File: src/rtl/view_scroller.sv
// view_scroller: tracks the camera window over world space (Y grows upward).
//   - view_bottom follows the doodle once it rises past the scroll line
//     (view_bottom + SCROLL_MARGIN). The view advances at most MAX_STEP per
//     frame tick, so a large jump is caught up over several frames.
//   - A doodle below view_bottom ends the game. score is the highest
//     view_bottom reached, saturated to SCORE_WIDTH bits.
// Ports:
//   clk, reset        clock, asynchronous active-high reset
//   frame_tick        one-cycle pulse per frame
//   start             starts/restarts a game; wins over a same-cycle tick
//   doodle_valid      doodle_y is valid this cycle
//   doodle_y          signed doodle world Y
//   view_bottom       registered world Y of the bottom screen row
//   view_top          view_bottom + SCREEN_HEIGHT - 1
//   scroll_delta      advance applied on the last update, 0 otherwise
//   new_view          one-cycle pulse when view_bottom changed
//   fell              one-cycle pulse on fall detection
//   game_over         high while the game is over
//   score             saturating max height
//   busy_scroll       high while catching up after a jump
module view_scroller #(
  parameter int WIDTH         = 32,
  parameter int SCREEN_HEIGHT = 700,
  parameter int SCROLL_MARGIN = 350,
  parameter int MAX_STEP      = 4,
  parameter int SCORE_WIDTH   = 24
) (
  input  logic                               clk,
  input  logic                               reset,
  input  logic                               frame_tick,
  input  logic                               start,
  input  logic                               doodle_valid,
  input  logic [WIDTH-1:0]                   doodle_y,
  output logic [WIDTH-1:0]                   view_bottom,
  output logic [WIDTH-1:0]                   view_top,
  output logic [$clog2(MAX_STEP+1)-1:0]      scroll_delta,
  output logic                               new_view,
  output logic                               fell,
  output logic                               game_over,
  output logic [SCORE_WIDTH-1:0]             score,
  output logic                               busy_scroll
);

  localparam int DW = $clog2(MAX_STEP + 1);
  // Two guard bits: enough for sign plus view_bottom + SCROLL_MARGIN.
  localparam int EW = WIDTH + 2;
  localparam int XW = (WIDTH > SCORE_WIDTH) ? WIDTH : SCORE_WIDTH;

  localparam logic [WIDTH-1:0]      VIEW_MAX  = WIDTH'((64'd1 << (WIDTH - 1)) - 64'(SCREEN_HEIGHT));
  localparam logic [WIDTH-1:0]      TOP_OFS   = WIDTH'(SCREEN_HEIGHT - 1);
  localparam logic signed [EW-1:0]  MARGIN_S  = EW'(SCROLL_MARGIN);
  localparam logic signed [EW-1:0]  STEP_S    = EW'(MAX_STEP);
  localparam logic signed [EW-1:0]  ZERO_S    = '0;
  localparam logic [XW-1:0]         SCORE_MAX = XW'({SCORE_WIDTH{1'b1}});

  typedef enum logic [1:0] {IDLE, TRACK, SCROLL, OVER} state_t;

  state_t state, state_next;

  logic signed [EW-1:0] dy_s, vb_s, gap;
  logic                 fall, gap_pos, gap_big, upd;
  logic [DW-1:0]        step_raw, step;
  logic [WIDTH-1:0]     headroom, vb_adv;
  logic [XW-1:0]        vb_adv_x;
  logic [SCORE_WIDTH-1:0] score_adv;

  logic [WIDTH-1:0]       vb_next;
  logic [SCORE_WIDTH-1:0] score_next;
  logic [DW-1:0]          delta_next;
  logic                   nv_next, fell_next;

  // Candidate update arithmetic.
  always_comb begin
    dy_s     = {{2{doodle_y[WIDTH-1]}}, doodle_y};
    vb_s     = {2'b00, view_bottom};
    gap      = dy_s - vb_s - MARGIN_S;
    fall     = dy_s < vb_s;
    gap_pos  = gap > ZERO_S;
    gap_big  = gap > STEP_S;
    step_raw = gap_big ? DW'(MAX_STEP) : DW'(gap);
    // Clip the step so view_bottom never passes VIEW_MAX.
    headroom = VIEW_MAX - view_bottom;
    step     = (WIDTH'(step_raw) > headroom) ? DW'(headroom) : step_raw;
    vb_adv   = view_bottom + WIDTH'(step);
    vb_adv_x = XW'(vb_adv);
    score_adv = (vb_adv_x > SCORE_MAX) ? '1 : SCORE_WIDTH'(vb_adv_x);
    upd      = frame_tick && doodle_valid && !start &&
               ((state == TRACK) || (state == SCROLL));
  end

  // State register.
  always_ff @(posedge clk or posedge reset) begin
    if (reset) state <= IDLE;
    else       state <= state_next;
  end

  // Next state and next datapath values.
  always_comb begin
    state_next = state;
    vb_next    = view_bottom;
    score_next = score;
    delta_next = '0;
    nv_next    = 1'b0;
    fell_next  = 1'b0;
    if (start) begin
      state_next = TRACK;
      vb_next    = '0;
      score_next = '0;
    end else if (upd) begin
      if (fall) begin
        state_next = OVER;
        fell_next  = 1'b1;
      end else if (gap_pos) begin
        // Stay in SCROLL while more than one step remains, even if the
        // step itself was clipped at VIEW_MAX.
        state_next = gap_big ? SCROLL : TRACK;
        if (step != '0) begin
          vb_next    = vb_adv;
          score_next = score_adv;
          delta_next = step;
          nv_next    = 1'b1;
        end
      end else begin
        state_next = TRACK;
      end
    end
  end

  always_ff @(posedge clk or posedge reset) begin
    if (reset) begin
      view_bottom  <= '0;
      score        <= '0;
      scroll_delta <= '0;
      new_view     <= 1'b0;
      fell         <= 1'b0;
    end else begin
      view_bottom  <= vb_next;
      score        <= score_next;
      scroll_delta <= delta_next;
      new_view     <= nv_next;
      fell         <= fell_next;
    end
  end

  // State-decoded outputs.
  always_comb begin
    busy_scroll = (state == SCROLL);
    game_over   = (state == OVER);
    view_top    = view_bottom + TOP_OFS;
  end

endmodule

File: config.mk
export PLATFORM = sky130hd
export DESIGN_NAME = view_scroller
export DESIGN_NICKNAME = d
export VERILOG_FILES = /design/src/rtl/view_scroller.sv
export SDC_FILE = /design/constraint.sdc
export NUM_CORES = 1
export LEC_CHECK = 0
export CAP_MARGIN = 5
export CORE_MARGIN = 2
export CORE_UTILIZATION = 55
export DETAILED_ROUTE_END_ITERATION = 8
export PLACE_DENSITY = 0.81
export SYNTH_ARGS = -nofsm -noshare
export SYNTH_HDL_FRONTEND = slang
export SYNTH_SLANG_ARGS = --single-unit
File: constraint.sdc
create_clock -name clk -period 23.2 [get_ports clk]
set_input_delay 4.64 -clock clk [delete_from_list [all_inputs] [get_ports clk]]
set_output_delay 4.64 -clock clk [all_outputs]
set_load 0.01 [all_outputs]
**Word level (Yosys, flattened, before mapping)**

Index checks and enable logic that the tools add are counted.

- Flip-flop bits (word level): 63
- Bits in latches: 0
- RAM bits: 0
- Bits in read-only memories: 0
- Input port bits: 37
- Memories kept: 0

- $add $sub $neg: 5
- Multiply operators: 0
- Div/mod/pow operators: 0
- $lt $le $gt $ge: 5
- Equal/unequal tests: 4
- Shift-type cells: 0
- Multiplexer cells: 31
- Bitwise operators: 0
- Reduce and logical (&&, ||, !) cells: 10

Operators with widths:

| operator | count |
|---|---|
| 32-bit 2-to-1 mux | 5 |
| 24-bit 2-to-1 mux | 6 |
| 34-bit by 1-bit > comparator with 1-bit output (second input constant) | 1 |
| 34-bit by 4-bit > comparator with 1-bit output (second input constant) | 1 |
| 32-bit by 33-bit subtractor with 34-bit output | 1 |
| 34-bit by 10-bit subtractor with 34-bit output (second input constant) | 1 |
| 32-bit by 33-bit less-than comparator with 1-bit output | 1 |
| 32-bit by 10-bit adder with 32-bit output (second input constant) | 1 |
| 32-bit by 3-bit adder with 32-bit output | 1 |
| 3-bit by 32-bit > comparator with 1-bit output | 1 |
| 32-bit by 24-bit > comparator with 1-bit output (second input constant) | 1 |
| 31-bit by 32-bit subtractor with 32-bit output (first input constant) | 1 |
| 3-bit 2-to-1 mux | 7 |
| 2-bit 2-to-1 mux | 5 |
| 1-bit 2-to-1 mux | 8 |
| 2-bit nonzero test | 3 |
| 2-bit equality test (second input constant) | 2 |
| 4-bit AND reduction | 1 |
| 1-bit logical AND | 3 |
| 3-bit nonzero test | 1 |
| 2-bit by 1-bit equality test with 1-bit output (second input constant) | 1 |
| 2-bit != test (second input constant) | 1 |
| 1-bit logical NOT | 1 |
| 1-bit logical OR | 1 |

**Depth between registers and ports, before layout**

- Depth after elaboration: 14
- Depth in mapped cells: 42
- Mapped depth without buffers: 40

**Worst setup path before layout**

No wires, ideal clock.

- Kind: input-to-reg
- Start: in doodle_y[14]
- End: reg score[11]
- Data arrival time: 12.755 ns
- Required time: 23.072 ns
- Setup slack: 10.317 ns
- Stages: 40
- Cells stage by stage: inv_1 > ha_1 > inv_1 > ha_1 > clkbuf_1 > nand2_1 > or4_1 > nor3_1 > o31ai_1 > o31a_1 > xnor2_1 > nor4b_2 > nand4_1 > o21ai_0 > and2_1 > ha_1 > a21oi_1 > o211ai_1 > (+4 left out) > nor4bb_1 > nand3_1 > nand2_1 > ha_1 > inv_1 > fa_1 > nor2b_1 > o2111ai_1 > nor2_1 > nand3_1 > or3_1 > or3_1 > o21ai_0 > and4b_1 > clkbuf_1 > clkbuf_1 > nand2_1 > mux2_1

- Longest elaborated chain between the ends: 14
- Elaborated cells on any way between the ends: 21
- Those cells by class: 3 x add/sub; 5 x order compare; 1 x eq/ne; 8 x mux; 4 x reduce/logical

Ends and longest elaborated chain:

| what | RTL line | RTL |
|---|---|---|
| start, declared | 33 | `input logic [WIDTH-1:0] doodle_y,` |
| 32-bit by 33-bit subtractor with 34-bit output | 76 | `gap = dy_s - vb_s - MARGIN_S;` |
| 34-bit by 10-bit subtractor with 34-bit output | 76 |  |
| 34-bit by 4-bit > comparator with 1-bit output | 79 | `gap_big = gap > STEP_S;` |
| 3-bit 2-to-1 mux | 80 | `step_raw = gap_big ? DW'(MAX_STEP) : DW'(gap);` |
| 3-bit by 32-bit > comparator with 1-bit output | 83 | `step = (WIDTH'(step_raw) > headroom) ? DW'(headroom) : step_raw;` |
| 3-bit 2-to-1 mux | 83 |  |
| 32-bit by 3-bit adder with 32-bit output | 84 | `vb_adv = view_bottom + WIDTH'(step);` |
| 32-bit by 24-bit > comparator with 1-bit output | 86 | `score_adv = (vb_adv_x > SCORE_MAX) ? '1 : SCORE_WIDTH'(vb_adv_x);` |
| 24-bit 2-to-1 mux | 86 |  |
| 24-bit 2-to-1 mux | 117 | `if (step != '0) begin` |
| 24-bit 2-to-1 mux | 113 | `end else if (gap_pos) begin` |
| 24-bit 2-to-1 mux | 110 | `if (fall) begin` |
| 24-bit 2-to-1 mux | 109 | `end else if (upd) begin` |
| 24-bit 2-to-1 mux | 105 | `if (start) begin` |
| end signal, assigned | 138 | `score <= score_next;` |
| end, declared | 40 | `output logic [SCORE_WIDTH-1:0] score,` |

Several ways; a longest one is shown, not always the timed one. The select of a mux whose other input is x is not followed.
A chain may end at the register's enable or synchronous reset.

**Worst setup path in the final report**

- Start: in doodle_y[7]
- End: reg score[8]

Same word-level chain as after synthesis.

==> results.md <==
* Critical path class: input pin to flop
* Post-DP HPWL at 22,610 um
* Compound-Gate Fraction of Synth Area at 24.76%
* Final WS setup at 8144 ps
* Net count after synthesis at 1,252
* Max Buffers Root-to-Sink at 2
* Number of remaining DRC errors at 0
* Nets at 1,337
* Multiplexer share of the synthesized area at 2.601%
* Clk_lat worst skew at 340 ps
* Die Span X at 129.1 um
* Placed instance count at 1,399
* Final Non-Filler Cells at 1,415
* Post-CTS Hold Fix Bufs at 0
* Hold Vio Cnt, Final at 0
* Ports at 132
* Combinational power share at 25.3%
* Slew Limit Headroom at 22.28%
* DRT Wirelength at 29,610 um
* Area of the die at 16,670 um2
* FF/Latch Area at 1577 um2
* Most frequent cells in the layout: 131 x clkdlybuf4s50_1, 126 x inv_1, 98 x ha_1
* Final Cycle Share at 64.90%
* Measured slew at the worst slew-check pin at 1136 ps
* Clock root buffer: clkbuf_16
* CP max stage cell: a2111oi_0
* Number of placement rows at 45
* Delay-heaviest family, CP: simple AND/OR/NAND/NOR gates
* Most common cell after layout, fill and taps aside: clkdlybuf4s50_1
* Overall global routing resource usage at 35.22%
* Cell type with the largest total area after synthesis: dfrtp_1
* Vias in the first global route at 8,671
* Inserted Diodes at 0
* Post-Synth Simple-Gate Area at 23.03%
* R2r worst-path depth at 34
* CTS HTree Levels at 3
* Largest net degree at the start of global routing at 72
* CTS Sinks at 63
* Largest cells by area after synthesis: dfrtp_1 18%, ha_1 14%, xnor2_1 6.0%, inv_1 5.5%, a21oi_1 4.0%
* Status: completed
* Net Sw Frac at 31.12%
* Hold Crit Class: flop to flop
* Fmax at 66.42 MHz
* Adder-Cell Fraction of Synth Area at 14.94%
* Global-route wire length before repair at 46,400 um
* Vias per cell at 6.519
* Count of state elements after synthesis at 63
* RSZ-0062 raised after global routing: false
* Syn Area/Cell at 7.731 um2
* Power density over the cells at 34.51 nW/um2
* Max-cap viol count at 0
* Worst path bufs/invs at 3
* Cell mode on critical path: ha_1
* DR iter-0 viols at 942
* CP required at 23,420 ps
* Initial core utilization at 56.44%
* Ys async rst share at 100.0%
* Die Ht at 129.1 um
* DR vias at 9,224
* GPL Wtd Cong at 0.9630
* Drt pass-1 iters at 6
* Worst-path clk slew at 60 ps
* Setup crit start kind: input pin
* Largest family of logic cells by synthesized area: compound AO/OA/AOI/OAI gates
* Syn Inst Count at 1,114
* Place WS at 8090 ps
* Crit. End Element: flop
* Synth Area in XOR/XNOR at 7.090%
* Setup tns final at 0 ps
* Max incr delay on CP at 1000 ps
* Seq/Total Area, Yosys at 18.31%
* Layout cells sized above 1 at 5.482%
* Final setup violation count at 0
* Critical path data arrival time at 15,280 ps
* Synth Flop Type: dfrtp_1
* P_sw at 110.2 uW
* Worst path depth at 36
* Reg power frac at 31.4%
* Crit path max fanout at 24
* Multi-input logic area at 6243 um2
* Top-area cell type share of the netlist area at 18.31%
* Post-CTS Setup Bufs at 0
* Grt total ovfl at 0
* DRT antenna net count at 0
* Total core area at 15,260 um2
* Wire per inst at 20.93 um
* Clock power frac at 43.3%
* Post-synth cell types at 82
* Syn. warnings at 0
* Max Slew Vio Count at 0
* Area growth from synthesis to layout at 19.18%
* Core Util, Final at 67.27%
* Num CTS Buffers at 9
* CTS tree: built
* Hold path depth at 1
* Clk_skew at 5.895 ps
* Synth Cell Area at 8612 um2
* Initial antenna violation count at 0
* Leakage at 0.004233 uW
* Post-cts gate resize count at 0
* IR Drop Worst-Case VDD at 0.04704 mV
* Number of synthesized flops with an enable pin at 0
* Int Power at 243.9 uW
* Fill cells at 1,336
* PortBufs at 131
* Minimum clock period at 15,060 ps
-- logic make-up (layout without fill, tap and decap cells) --
group	Yosys count	in the layout
multiplexers	20	20
adder cells (fa/ha/maj)	101	101
flip-flops	63	63
AND/OR/NAND/NOR	367	367
AO/OA/AOI/OAI	301	301
XOR/XNOR	68	68
buffers and inverters	194	284
-- path summary, 6_finish.rpt --
path | start | end | slack [ps]
max | doodle_y[7] | score[8]$_DFFE_PP0P_ | 8140
min | score[2]$_DFFE_PP0P_ | score[2]$_DFFE_PP0P_ | 510
max reg2reg | view_bottom[3]$_DFFE_PP0P_ | score[8]$_DFFE_PP0P_ | 12310
min reg2reg | score[2]$_DFFE_PP0P_ | score[2]$_DFFE_PP0P_ | 510
max in group asynchronous | reset | score[17]$_DFFE_PP0P_ | 17780
min in group asynchronous | reset | score[3]$_DFFE_PP0P_ | 4870
-- per-layer routing --
metal | wire, um | global-route usage, %
met2 | 14010 | 58.79
met1 | 12280 | 46.56
met5 | 0 | 0
met4 | 1098 | 13.55
met3 | 2228 | 4.542
-- per-stage QoR --
step / hold WS [ps] / area, um2 / power, uW
after global routing: 522.2 / 10260 / 367.4
final: 507.3 / 10260 / 354.2
after CTS: 508.9 / 10260 / 352.8
after floorplan: 515.8 / 8612 / 174.0
after detailed placement: 493.6 / 9932 / 200.7
after global placement: 492.0 / 9932 / 200.8
-- area by class of cell --
type                    count  area share, %
clock inverters             6         0.9021
multi-input cells         857          60.83
well taps                 211          2.572
clock buffers              10          2.328
inverters                 131          4.791
flip-flops and latches     63          15.36
repair buffers            137          13.21
-- cell usage after synthesis (all sizes together) (4+ instances only) --
cell type	instances
a31oi	4
a21o	14
nor4b	7
nand2	92
a31o	24
a21oi	69
nand3	31
a2111oi	5
buf	29
nand4	38
a211o	6
nor3	33
and2	4
o22ai	9
nor2b	13
a211oi	28
o21bai	12
or2	10
o211a	9
dfrtp	63
xor2	7
nor4bb	4
and3	8
or3	15
inv	130
o311ai	5
and4b	4
o31a	7
clkbuf	34
o31ai	14
ha	98
mux2i	7
o21a	15
o211ai	21
xnor2	61
mux2	13
nor4	18
or4	18
nor2	55
nand2b	8
o21ai	36
-- state kept, by name (all words and copies together), names as in the netlist --
signal / flops
view_bottom: 32
score: 24
scroll_delta: 3
state: 2
fell: 1
new_view: 1
-- power groups by stage --
stage	clock (uW)	sequential, uW	combinational [uW]
3_5_place_dp	0	113	87.6
3_3_place_gp	0	113	87.7
2_1_floorplan	0	113	60.9
6_report	153	111	89.7
4_1_cts	154	111	88.0
5_1_grt	158	111	98.4
Note: power is estimated with default switching activity, not from simulation.
